$ cat src/rtl/accel_pkg.sv
// Shared constants and types for the ADXL345 SPI reader.
// Register map, command flags, frame lengths and FSM encodings.
package accel_pkg;

  localparam logic [7:0] REG_DATA_FORMAT = 8'h31;
  localparam logic [7:0] REG_POWER_CTL   = 8'h2D;
  localparam logic [7:0] REG_DATAX0      = 8'h32;

  localparam logic [7:0] RD_FLAG = 8'h80;
  localparam logic [7:0] MB_FLAG = 8'h40;

  localparam logic [5:0] LEN_CFG  = 6'd16;
  localparam logic [5:0] LEN_READ = 6'd56;

  typedef enum logic [2:0] {
    S_IDLE,
    S_CFG_FMT,
    S_CFG_PWR,
    S_WAIT_TICK,
    S_READ,
    S_UPDATE
  } state_t;

  typedef enum logic [2:0] {
    E_IDLE,
    E_LEAD,
    E_LOW,
    E_HIGH,
    E_GAP
  } phase_t;

  // Frames are shifted out MSB-first from bit 55.
  function automatic logic [55:0] cfg_word(
    input logic [7:0] addr,
    input logic [7:0] val
  );
    return {addr, val, 40'h0};
  endfunction

endpackage

$ cat src/rtl/spi_frame_engine.sv
// SPI mode-3 frame engine: cs_n/sclk/mosi sequencing and miso capture.
// Frames up to 56 bits; done pulses at the end of the cs_n-high gap.
module spi_frame_engine
  import accel_pkg::*;
#(
  parameter int CLK_DIV = 25
) (
  input  logic        clk,
  input  logic        reset_n,
  input  logic        start,
  input  logic [5:0]  len,
  input  logic [55:0] tx,
  input  logic        miso,
  output logic [47:0] rx,
  output logic        done,
  output logic        sclk,
  output logic        cs_n,
  output logic        mosi
);

  localparam int CW = $clog2(2 * CLK_DIV);
  localparam logic [CW-1:0] HALF = CW'(CLK_DIV - 1);
  localparam logic [CW-1:0] GAPL = CW'(2 * CLK_DIV - 1);

  phase_t phase;
  phase_t phase_nx;

  logic [CW-1:0] cnt;
  logic [5:0]    bits;
  logic [5:0]    nbits;
  logic [55:0]   sh;
  logic          half_end;
  logic          gap_end;
  logic          launch;
  logic          fall;
  logic          rise;
  logic          last;

  assign half_end = cnt == HALF;
  assign gap_end  = (phase == E_GAP) && (cnt == GAPL);
  assign done     = gap_end;
  assign launch   = start && ((phase == E_IDLE) || gap_end);
  assign last     = (phase == E_HIGH) && half_end && (bits == nbits);
  assign rise     = (phase == E_LOW) && half_end;
  assign fall     = half_end &&
                    ((phase == E_LEAD) ||
                     ((phase == E_HIGH) && (bits != nbits)));

  always_comb begin
    phase_nx = phase;
    unique case (phase)
      E_IDLE: if (launch) phase_nx = E_LEAD;
      E_LEAD: if (half_end) phase_nx = E_LOW;
      E_LOW:  if (half_end) phase_nx = E_HIGH;
      E_HIGH: begin
        if (half_end)
          phase_nx = (bits == nbits) ? E_GAP : E_LOW;
      end
      E_GAP: begin
        if (gap_end)
          phase_nx = launch ? E_LEAD : E_IDLE;
      end
      default: phase_nx = E_IDLE;
    endcase
  end

  always_ff @(posedge clk or negedge reset_n) begin
    if (!reset_n) begin
      phase <= E_IDLE;
      cnt   <= '0;
      bits  <= '0;
      nbits <= '0;
      sh    <= '0;
      rx    <= '0;
      sclk  <= 1'b1;
      cs_n  <= 1'b1;
      mosi  <= 1'b0;
    end else begin
      phase <= phase_nx;
      if ((phase_nx != phase) || (phase == E_IDLE))
        cnt <= '0;
      else
        cnt <= cnt + 1'b1;
      if (launch) begin
        cs_n  <= 1'b0;
        sh    <= tx;
        nbits <= len;
        bits  <= '0;
      end
      if (fall) begin
        sclk <= 1'b0;
        mosi <= sh[55];
        sh   <= {sh[54:0], 1'b0};
      end
      if (rise) begin
        sclk <= 1'b1;
        rx   <= {rx[46:0], miso};
        bits <= bits + 1'b1;
      end
      if (last)
        cs_n <= 1'b1;
    end
  end

endmodule

$ cat src/rtl/accel_spi_reader.sv
// ADXL345 reader: configures the sensor, then burst-reads X/Y/Z on a
// free-running sample timebase and presents them with a valid strobe.
module accel_spi_reader
  import accel_pkg::*;
#(
  parameter int          CLK_DIV         = 25,
  parameter int          SAMPLE_PERIOD   = 500000,
  parameter logic [7:0]  DATA_FORMAT_VAL = 8'h0B,
  parameter logic [7:0]  POWER_CTL_VAL   = 8'h08
) (
  input  logic        clk,
  input  logic        reset_n,
  input  logic        miso,
  output logic        sclk,
  output logic        cs_n,
  output logic        mosi,
  output logic [15:0] x_out,
  output logic [15:0] y_out,
  output logic [15:0] z_out,
  output logic        sample_valid,
  output logic        init_done,
  output logic        busy
);

  localparam int TW = $clog2(SAMPLE_PERIOD);
  localparam logic [TW-1:0] TICK_LAST = TW'(SAMPLE_PERIOD - 1);

  state_t state;
  state_t state_nx;

  logic [TW-1:0] tcnt;
  logic          tick;
  logic          pending;
  logic          take;
  logic          start;
  logic          done;
  logic [5:0]    len;
  logic [55:0]   tx;
  logic [47:0]   rx;

  assign tick = tcnt == TICK_LAST;
  assign take = (state == S_WAIT_TICK) && pending;
  assign busy = ~cs_n;

  // At most one read request is queued; surplus ticks are dropped.
  always_ff @(posedge clk or negedge reset_n) begin
    if (!reset_n) begin
      tcnt    <= '0;
      pending <= 1'b0;
    end else begin
      tcnt    <= tick ? '0 : tcnt + 1'b1;
      pending <= tick | (pending & ~take);
    end
  end

  always_ff @(posedge clk or negedge reset_n) begin
    if (!reset_n)
      state <= S_IDLE;
    else
      state <= state_nx;
  end

  always_comb begin
    state_nx = state;
    unique case (state)
      S_IDLE:      state_nx = S_CFG_FMT;
      S_CFG_FMT:   if (done) state_nx = S_CFG_PWR;
      S_CFG_PWR:   if (done) state_nx = S_WAIT_TICK;
      S_WAIT_TICK: if (pending) state_nx = S_READ;
      S_READ:      if (done) state_nx = S_UPDATE;
      S_UPDATE:    state_nx = S_WAIT_TICK;
      default:     state_nx = S_IDLE;
    endcase
  end

  // Frames launch on the transition into the state that owns them.
  always_comb begin
    start = 1'b0;
    len   = LEN_READ;
    tx    = {RD_FLAG | MB_FLAG | REG_DATAX0, 48'h0};
    unique case (1'b1)
      state == S_IDLE: begin
        start = 1'b1;
        len   = LEN_CFG;
        tx    = cfg_word(REG_DATA_FORMAT, DATA_FORMAT_VAL);
      end
      state == S_CFG_FMT: begin
        start = done;
        len   = LEN_CFG;
        tx    = cfg_word(REG_POWER_CTL, POWER_CTL_VAL);
      end
      state == S_WAIT_TICK: start = pending;
      default: ;
    endcase
  end

  always_ff @(posedge clk or negedge reset_n) begin
    if (!reset_n) begin
      x_out        <= '0;
      y_out        <= '0;
      z_out        <= '0;
      sample_valid <= 1'b0;
      init_done    <= 1'b0;
    end else begin
      sample_valid <= state == S_UPDATE;
      if ((state == S_CFG_PWR) && done)
        init_done <= 1'b1;
      if (state == S_UPDATE) begin
        x_out <= {rx[39:32], rx[47:40]};
        y_out <= {rx[23:16], rx[31:24]};
        z_out <= {rx[7:0],   rx[15:8]};
      end
    end
  end

  spi_frame_engine #(
    .CLK_DIV (CLK_DIV)
  ) u_engine (
    .clk     (clk),
    .reset_n (reset_n),
    .start   (start),
    .len     (len),
    .tx      (tx),
    .miso    (miso),
    .rx      (rx),
    .done    (done),
    .sclk    (sclk),
    .cs_n    (cs_n),
    .mosi    (mosi)
  );

endmodule
$ cat config.mk
export PLATFORM = sky130hd
export DESIGN_NAME = accel_spi_reader
export DESIGN_NICKNAME = d
export VERILOG_FILES = /design/src/rtl/accel_pkg.sv /design/src/rtl/spi_frame_engine.sv /design/src/rtl/accel_spi_reader.sv
export SDC_FILE = /design/constraint.sdc
export NUM_CORES = 1
export LEC_CHECK = 0
export CAP_MARGIN = 0
export CORE_MARGIN = 2
export CORE_UTILIZATION = 40
export CTS_BUF_LIST = sky130_fd_sc_hd__clkbuf_2
export DETAILED_ROUTE_END_ITERATION = 16
export HOLD_SLACK_MARGIN = 0.06
export PLACE_DENSITY = 0.64
export SLEW_MARGIN = 20
export SYNTH_ARGS = -nofsm -noshare
export SYNTH_HDL_FRONTEND = slang
export SYNTH_SLANG_ARGS = --single-unit
$ cat constraint.sdc
create_clock -name clk -period 1.9 [get_ports clk]
set_input_delay 0.38 -clock clk [delete_from_list [all_inputs] [get_ports clk]]
set_output_delay 0.38 -clock clk [all_outputs]
set_load 0.01 [all_outputs]
**Word-level counts from Yosys, hierarchy flattened**

Index checks and enable logic that the tools add are counted.

- Memory bits (read-only): 0
- Memories kept: 0
- Bits in registers: 201
- Bits in latches: 0
- RAM bits: 0

- Reductions and logical operators: 20
- Shifts and indexed selects: 0
- Mux-type cells: 26
- Bitwise operators: 4
- $mul: 0
- Divide/modulo/power cells: 0
- Add/subtract/negate cells: 3
- $lt $le $gt $ge: 0
- Equal/unequal tests: 19

Operator list:

| cell | number |
|---|---|
| $mux W56 | 2 |
| $pmux W56 S2 | 1 |
| $mux W3 | 10 |
| $mux W6 | 4 |
| $add A19 B1 Y19 const B | 1 |
| $eq A19 B19 Y1 const B | 1 |
| $mux W19 | 1 |
| $pmux W3 S6 | 1 |
| $pmux W3 S5 | 1 |
| $add A6 B1 Y6 const B | 2 |
| $eq A3 B2 Y1 const B | 4 |
| $eq A3 B3 Y1 const B | 3 |
| $logic_and A1 B1 Y1 | 9 |
| $ne A2 B2 Y1 const B | 4 |
| $reduce_bool A2 Y1 | 4 |
| $eq A3 B1 Y1 const B | 2 |
| $eq A6 B5 Y1 const B | 1 |
| $eq A6 B6 Y1 | 1 |
| $eq A6 B6 Y1 const B | 1 |
| $logic_not A3 Y1 | 2 |
| $ne A6 B6 Y1 | 1 |
| $mux W1 | 5 |
| $reduce_and A4 Y1 | 1 |
| $logic_or A1 B1 Y1 | 3 |
| 6 further kinds | 7 |

**Logic depth before layout (Yosys ltp)**

Gate-level depths: netlist of run 1.

- Word-level depth: 10
- Mapped depth: 8
- Mapped depth without buffers: 6

**Modules after synthesis**

From an unflattened synthesis of run 1, not the netlist that was laid out.

- Cell total of the unflattened synthesis: 822
- Area, all modules: 9232.6 sq um

By module, submodules not included:

| module | cells each | times used | area each (sq um) | sequential area each (sq um) |
|---|---|---|---|---|
| spi_frame_engine | 599 | 1 | 6180.9 | 3205.6 |
| accel_spi_reader | 223 | 1 | 3051.7 | 1826.8 |

**Worst setup path before layout of run 1**

No wires, ideal clock.

- Path kind: register to register
- From: reg u_engine.cnt[0]
- To: reg u_engine.sh[51]
- Stages on the path, launching flop included: 9
- Library setup time: 126 ps
- Period minus slack after synthesis: 1989 ps
- Data arrival time: 1863 ps
- Slack: -89 ps
- Cells stage by stage: dfrtp_1 inv_1 ha_1 nor4bb_1 clkbuf_2 nand3_1 o22a_2 buf_4 a221o_1

- Cells in the longest elaborated chain, start to end: 5
- Elaborated cells on any way between the ends: 9

Ends and longest elaborated chain:

| element | RTL line | text |
|---|---|---|
| start: declaration | spi_frame_engine.sv:28 | `logic [CW-1:0] cnt;` |
| start signal: assignment | spi_frame_engine.sv:83 | `cnt <= cnt + 1'b1;` |
| $eq A6 B6 Y1 | spi_frame_engine.sv:40 | `assign gap_end = (phase == E_GAP) && (cnt == GAPL);` |
| $logic_and A1 B1 Y1 | spi_frame_engine.sv:40 |  |
| $pmux W1 S3 / $logic_or A1 B1 Y1 (equally long branches) | accel_spi_reader.sv:81, spi_frame_engine.sv:42 |  |
| $logic_and A1 B1 Y1 | spi_frame_engine.sv:42 | `assign launch = start && ((phase == E_IDLE) \|\| gap_end);` |
| $reduce_bool A2 Y1 (no source line) | -- |  |
| end signal: assignment | spi_frame_engine.sv:86 | `sh <= tx;` |
| end signal: assignment | spi_frame_engine.sv:93 | `sh <= {sh[54:0], 1'b0};` |
| end: declaration | spi_frame_engine.sv:31 | `logic [55:0] sh;` |

Parallel ways exist; a longest one is shown, timed or not.
A chain may end at the register's enable or synchronous reset.

**Worst setup path in the final report of run 1**

- From: reg u_engine.bits[3]
- To: reg u_engine.sh[55]

- Cells in the longest elaborated chain, start to end: 5
- Elaborated cells on any way between the ends: 6

Ends and longest elaborated chain:

| element | RTL line | text |
|---|---|---|
| start: declaration | spi_frame_engine.sv:29 | `logic [5:0] bits;` |
| start signal: assignment | spi_frame_engine.sv:98 | `bits <= bits + 1'b1;` |
| $ne A6 B6 Y1 (*) | spi_frame_engine.sv:47 | `((phase == E_HIGH) && (bits != nbits)));` |
| $logic_and A1 B1 Y1 (*) | spi_frame_engine.sv:47 |  |
| $logic_or A1 B1 Y1 (*) | spi_frame_engine.sv:46 | `((phase == E_LEAD) \|\|` |
| $logic_and A1 B1 Y1 (*) | spi_frame_engine.sv:45 | `assign fall = half_end &&` |
| $mux W56 / $reduce_bool A2 Y1 (equally long branches) | -- |  |

Mark *: on every way between the ends. The rest lies on a longest branch, timed or not.

==> results.txt, run 1 <==
- The flow ran to the end, but the final reports show violations.
* Violations in the final reports: setup timing
* Core Region: 15770 sq um
* Count of pins over their slew limit: 0
* Number of vias per cell: around 5
- Critical Path AT: 2.53 ns
- The die is around 130 microns tall.
* Register bit count reported by yosys: between 150 and 200
- Clock buffers created by TritonCTS: 17
* Vias in the first global route: approximately 4200
- Period utilisation layout: 101.8%
* Top area cells in the synthesized netlist: sky130_fd_sc_hd__dfrtp_1 (60%), sky130_fd_sc_hd__mux2_2 (17%), sky130_fd_sc_hd__xor2_1 (1.4%)
- Post-Route WL: between 10000 and 15000 microns
- Static timing analysis puts the maximum clock frequency at slightly above 500 MHz.
* Most common cell in the netlist: sky130_fd_sc_hd__dfrtp_1
* Number of nets with antenna violations after detailed routing: 0
* Total gr overflow: 0
- Synthesis produced between 400 and 500 cells.
* Post-route DRC: 0
* Clock root buffer: sky130_fd_sc_hd__clkbuf_2
* Net count, final: 586
- The first global-routing pass estimated roughly 20000 microns of wire.
* Maxcap violations: 0
* Kind of end point of the critical path: flop
* Top FF cell, synth: sky130_fd_sc_hd__dfrtp_1
* Tot GR Track Use: roughly 15%
* Avg Inst Size Synth: 13.61 sq um
- Ports: 57
* Crit path setup slack, layout: -0.03326 ns
- Cell count along the critical path: 5
- The die is 130.7 microns wide.
- Detailed placement finished with a half-perimeter wire length of about 7700 microns.
* Fraction of post-synthesis cell area in the top cell type by area: about three fifths
* Setup repair after global routing missed its margin: true
* Worst setup path category: flop to flop
- The tree built by TritonCTS fans out to roughly 160 sinks.
- Share of flip-flops with an asynchronous set or reset: 100.0%
* Critical path launch point type: flop
- Post-place setup slack: -0.04010 ns
* Register-to-register setup slack: -0.03 ns
- Setup TNS after final layout: -0.1016 ns
* Via count of the routed design: 4068
* WL/cell: 14.98 microns
* Setup Viol. Count Final: 4
- Power spread over the standard cell area amounts to between 600 and 700 nW/um^2.
- Standard-cell rows: 46
* Maximum clock path buffer count: 2
* Number of design-rule violations left by the first detailed-router iteration: approximately 200
- Total standard cell area after synthesis: 6425 sq um
- The number of antenna violations at the first check in global routing is 0.
- The initial utilization of the core area, before any placement, comes to between 40 and 50%.
* # diodes: 0
- The final count of hold timing violations came to 0.
- Classification of the worst-slack hold path: input port to asynchronous set/reset pin
* Crit-path slowest cell: sky130_fd_sc_hd__dfrtp_1
- Required time at the endpoint of the critical path: 2.50 ns
- FF-to-FF path depth: 5
- Layout Utilization: between 50% and 60%
- Cell type with the largest total area after synthesis: sky130_fd_sc_hd__dfrtp_1
- The first TritonRoute pass finished after 4 iterations.
- Syn Nets: roughly 480
- Max incr delay on CP: approximately 0.44 ns
- For the worst-skew pair, the clock arrives at the later sink with an insertion delay of 0.68 ns.
- During placement, the flow inserted port buffers numbering 56.
- Capture point of the worst reg-to-reg path: u_engine.sh[55]
* Sequential element share of the synthesized area: 61.19%
* Number of synthesized flops with an enable pin: 0
- Counting both buffers and inverters, the worst setup path holds a total of 1.
- The smallest clock period supported by the final layout is computed as about 1.9 ns.
- The post-route netlist has between 30% and 40% of its cells at a drive strength greater than 1.
- Global placement routability congestion: between 0.7 and 0.8
* Maximum number of pins on one net before global-route repair: 50
- Traced cell by cell, the critical path runs through or3_4 -> a2111oi_4 -> nor2_4 -> buf_8 -> a221o_2.
- Relative max-transition margin: 56.07%
- During synthesis, Yosys emitted a total of 0 warnings.
- The die covers 17090 sq um.
* Max rail drop VDD: ~470 uV
- Clk_skew: 0.02349 ns
- Family with the most delay on the worst path: compound AO/OA/AOI/OAI gates
- Relative to the synthesized area, the layout overhead comes to 23.64%.
- Number of library cell types mapped by synthesis: 56
* Biggest fanout along the worst timing path: 7
* Worst r2r src: u_engine.bits[3]
- Clock-pin slew reported for the worst setup and hold paths after clock tree synthesis: ~0.22 ns
* Clock tree from TritonCTS: built
* Reported leakage power: just under 4 nW
* Most frequent cells after synthesis: sky130_fd_sc_hd__dfrtp_1 (155), sky130_fd_sc_hd__mux2_2 (97), sky130_fd_sc_hd__nor2_1 (20)
- The H-tree was split into 4 levels.
- Worst Max-Slew Pin Slew: 0.6589 ns
- Final hold analysis gives a worst-case slack of 0.1575 ns.
==> what timing repair did <==
item,in CTS,in global routing
cloned,0,3
setup buffers,8,8
endpoints found under the setup margin,97,103
hold buffers,1,0
gates resized for setup,66,50
pin swaps,0,1
hold endpoints to repair,157,0
==> area by class of cell <==
class                           count  area (sq um)
Tap cell                          216         270.3
Fill cell                        1424          7826
Sequential cell                   157          3931
Inverter                           18         67.56
Clock buffer                       18         90.09
Clock inverter                     13         172.7
Timing Repair Buffer              104          1002
Multi-Input combinational cell    279          2410
==> state kept, by name (all words and copies together), names as in the netlist <==
signal	flops
u_engine.cnt	6
u_engine.sh	16
init_done	1
u_engine.nbits	2
x_out	16
u_engine.rx	48
u_engine.bits	6
u_engine.sclk	1
sample_valid	1
state	3
y_out	16
z_out	16
u_engine.phase	3
u_engine.mosi	1
u_engine.cs_n	1
pending	1
tcnt	19
==> layer usage <==
metal	track usage (%)	up-vias	part of all wire [%]
met2	23.68	73	49
met3	5.375	11	4.6
li1	-	1892	-
met4	4.568	0	1.2
met1	18.73	2092	46
met5	0	-	0
==> worst max path at each step <==
stage,slack [ns],start,to
floorplan,-0.004,u_engine.bits[3],u_engine.sh[51]
global placement,-0.002,u_engine.cnt[0],u_engine.sh[41]
detailed placement,-0.04,u_engine.cnt[0],u_engine.sh[43]
CTS,0.004,u_engine.cs_n,busy
global route,-0.07,u_engine.bits[3],u_engine.sh[55]
finish,-0.03,u_engine.bits[3],u_engine.sh[55]
==> kinds of logic after synthesis <==
kind of cell | count (synthesis) | synth area share [%]
compound gates | 56 | 6.797
xor+xnor | 19 | 2.590
fa+ha+maj | 6 | 1.168
buf+inv | 37 | 2.921
flops | 157 | 61.19
mux | 99 | 17.31
simple gates | 98 | 8.023
==> power by group <==
part / switching, mW / internal (mW) / leakage, nW
Sequential: 0.000819 / 3.35 / 2.10
Clock: 1.12 / 0.848 / 0.150
Combinational: 0.0659 / 0.0197 / 1.71
Total: 1.19 / 4.22 / 3.96
==> worst register-to-register path, delay by kind of cell, from the launching register on <==
kind | cells | cell delay (ns)
AND/OR/NAND/NOR | 2 | 0.51
flip-flops | 1 | 0.44
buffers and inverters | 1 | 0.15
AO/OA/AOI/OAI | 2 | 0.76
==> through the flow <==
stage               instance area [sq um]  power, mW  instances
floorplan                            6430      3.408        472
finish                               7944      5.407        805
detailed placement                   7420      3.497        754
global placement                     7420      3.493        754
CTS                                  7689      5.490        794
global route                         7944      5.658        805
==> cell usage in the layout, fill, tap and decap left out, drive strengths merged, types with 9 or more instances in the layout <==
cell type	count
clkdlybuf4s15	32
nand2	17
xor2	10
mux2	97
nor3	9
nand3	17
inv	19
xnor2	9
buf	49
dfrtp	155
clkbuf	20
nor2	21
dlygate4sd2	19
o21ai	12
No activity file was read; power rests on OpenSTA's default activity.
==> inputs of run 2 (changes only) <==
--- a/config.mk
+++ b/config.mk
@@ -5,7 +5,6 @@
 export SDC_FILE = /design/constraint.sdc
 export NUM_CORES = 1
 export LEC_CHECK = 0
-export CAP_MARGIN = 0
 export CORE_MARGIN = 2
 export CORE_UTILIZATION = 40
 export CTS_BUF_LIST = sky130_fd_sc_hd__clkbuf_2
==> results of run 2 <==
Final layout, timing and power as in run 1 (identical DEF).
==> inputs of run 3 (changes only) <==
--- a/config.mk
+++ b/config.mk
@@ -10,7 +10,6 @@
 export CTS_BUF_LIST = sky130_fd_sc_hd__clkbuf_2
 export DETAILED_ROUTE_END_ITERATION = 16
 export HOLD_SLACK_MARGIN = 0.06
-export PLACE_DENSITY = 0.64
 export SLEW_MARGIN = 20
 export SYNTH_ARGS = -nofsm -noshare
 export SYNTH_HDL_FRONTEND = slang
==> results.txt, run 3 (synthesis gave the netlist of run 1 again) <==
- Family with the most delay on the worst path: buffers and inverters
- Core Region: approximately 16000 sq um
- Net count, final: between 500 and 600
- Kind of end point of the critical path: flop
- Biggest fanout along the worst timing path: 14
- Max rail drop VDD: 460.8 uV
* Final critical-path required period: 1.878 ns
- TritonCTS built the clock tree.
- Start point of the critical path: u_engine.cnt[0]
* Clock-pin slew reported for the worst setup and hold paths after clock tree synthesis: between 0.2 and 0.25 ns
* Critical Path AT: 2.49 ns
* Global placement routability congestion: just over 0.8
* Max reg flops: 48
* Cell count along the critical path: 9
* Register with the most flip-flops: u_engine.rx
- Hold Fails Final Rpt: 0
- CTS built an H-tree with a depth of 4.
- Clock latency on the worst-skew pair: around 0.70 ns
- Initial Util: about two fifths
- Entering global routing, the biggest net connects between 50 and 60 pins.
* Number of vias per cell: between 4 and 5
- For this design, the slowest cell found on the critical path is sky130_fd_sc_hd__dfrtp_1.
- Setup Viol. Count Final: 0
- DP Wirelength: between 7000 and 8000 microns
- Layout cell share with drive strength beyond 1: 37.48%
- Largest registers: u_engine.rx (48), tcnt (19)
- After detailed routing, the average wire length per cell comes to 14.53 microns.
* Clk_skew: about 0.037 ns
- The floorplan step defined a die boundary enclosing approximately 17000 sq um.
* Capture point of the worst path: u_engine.sh[43]
* Maxcap violations: 0
- The analysis attributes to cell leakage a power of 3.936 nW.
* Vertical die dimension: around 130 microns
- Setup repair after global routing missed its margin: true
* Most used cells in the layout excluding fill and tap cells: sky130_fd_sc_hd__dfrtp_1 (154), sky130_fd_sc_hd__mux2_2 (97), sky130_fd_sc_hd__buf_4 (36)
- OpenSTA, run right after detailed placement, puts the worst setup slack at -0.08020 ns.
* Relative max-transition margin: about two thirds
* Area growth from synthesis to layout: 21.93%
- Power spread over the standard cell area amounts to 700.5 nW/um^2.
- For this run, design rule violations remaining after detail routing come to 0.
* Ports: 57
- Count of pins over their slew limit: 0
* Wire length of the first global-routing pass: 19620 microns
- Worst setup path category: flop to flop
- Clock buffers created by TritonCTS: 17
- Filler Cell Count: 1428
- Leaving out fill and tap cells, the most frequent cell in the layout is sky130_fd_sc_hd__dfrtp_1.
- List of cells traversed by the critical path: inv_1 -> ha_1 -> nor4bb_2 -> buf_4 -> nand3_2 -> buf_4 -> nor2_2 -> buf_6 -> a221o_2
- Clock net sink count: approximately 160
- In this design, the critical path's most frequently occurring cell is sky130_fd_sc_hd__buf_4.
* Register-to-register setup slack: 0.02 ns
* Required time at the endpoint of the critical path: approximately 2.5 ns
- Crit path setup slack, layout: about 0.022 ns
- Layout Utilization: about half
- Buffers and inverters on the worst path: 4
- The tree is rooted in a sky130_fd_sc_hd__clkbuf_2.
- Initial antenna violation count: 0
- Post-Route WL: 11690 microns
- FF-to-FF path depth: 9
- Router iterations before antenna repair: 4
- Period utilisation layout: 98.86%
- In this run the critical register-to-register path is captured at u_engine.sh[43].
- Standard-cell rows: 46
- Maximum clock path buffer count: 2
- Number of nets with antenna violations after detailed routing: 0
- For the pin with the worst max-slew slack, the measured transition is 0.4872 ns.
- The worst register-to-register path begins at u_engine.cnt[0].
- Port Buffers: 56
- STA classifies the critical path startpoint as a flop.
* Max incr delay on CP: about 0.43 ns
- The number of global-route vias before repair came to slightly above 4000.
- Classification of the worst-slack hold path: input port to flop
- The total overflow left after global routing is 0.
- Global routing consumed, over all layers together, between 10 and 15% of the routing resources.
- For this block, the initial DRC count from the detailed router was 225.
* Max Clk Rate: 532.4 MHz
- Outcome: finished clean
* DIE WIDTH: between 100 and 150 microns
- Via count of the routed design: ~4000
==> run 3: cell types whose count changed in the layout (fill, tap and decap cells not counted), sizes merged, moves of 2 or more <==
cell,change
clkdlybuf4s15,-7
dlygate4sd2,-5
buf,-2
clkbuf,+11
==> run 3: worst min-delay path by stage <==
stage | startpoint | endpoint | slack, ns | depth (start not counted)
after floorplan | reset_n | init_done | 0.08 | 0
after global placement | reset_n | x_out[1] | 0.32 | 1
after detailed placement | reset_n | x_out[1] | 0.32 | 1
after CTS | reset_n | u_engine.sh[40] | 0.07 | 2
after global routing | miso | u_engine.rx[0] | 0.16 | 2
final | miso | u_engine.rx[0] | 0.29 | 2
==> run 3: per-stage QoR <==
| step | instance area (sq um) | hold WS (ns) | TNS (ns) | std cells | power (mW) |
|---|---|---|---|---|---|
| CTS | 7714 | 0.07493 | 0 | 792 | 5.586 |
| global route | 7831 | 0.1603 | -0.4615 | 803 | 5.741 |
| finish | 7834 | 0.2939 | 0 | 804 | 5.487 |
| global placement | 7452 | 0.3167 | -0.2232 | 755 | 3.489 |
| floorplan | 6430 | 0.08441 | -0.01743 | 472 | 3.408 |
| detailed placement | 7452 | 0.3246 | -1.060 | 755 | 3.492 |
==> run 3: what timing repair did <==
action / CTS / global route
pin swaps: 0 / 1
setup endpoints to repair: 102 / 81
cloned: 0 / 1
setup buffers: 4 / 9
endpoints found under the hold margin: 157 / 12
resized for setup: 68 / 54
hold buffers: 1 / 1
==> run 3: area by class of cell <==
cell class | instances | area, sq um | area share, %
clock inverter | 14 | 192.7 | 2.460
timing repair buffer | 102 | 922.1 | 11.77
antenna | 1 | 2.502 | 0.03194
sequential | 157 | 3933 | 50.20
multi-input combinational | 278 | 2356 | 30.08
clock buffer | 18 | 90.09 | 1.150
tap | 216 | 270.3 | 3.450
inverter | 18 | 67.56 | 0.8625
==> run 3: metal layers <==
metal  global-route usage, %  share of wire (%)  up-vias
met1                   18.90                 46     1967
met5                       0                  0        -
met3                   5.252                4.5        9
met4                   4.631                1.3        0
met2                   23.19                 48       51
li1                        -                  -     1880
==> run 3: power breakdown <==
group,switching [mW],internal (mW)
clock network,1.18,0.875
registers,0.000651,3.35
logic,0.0651,0.0171
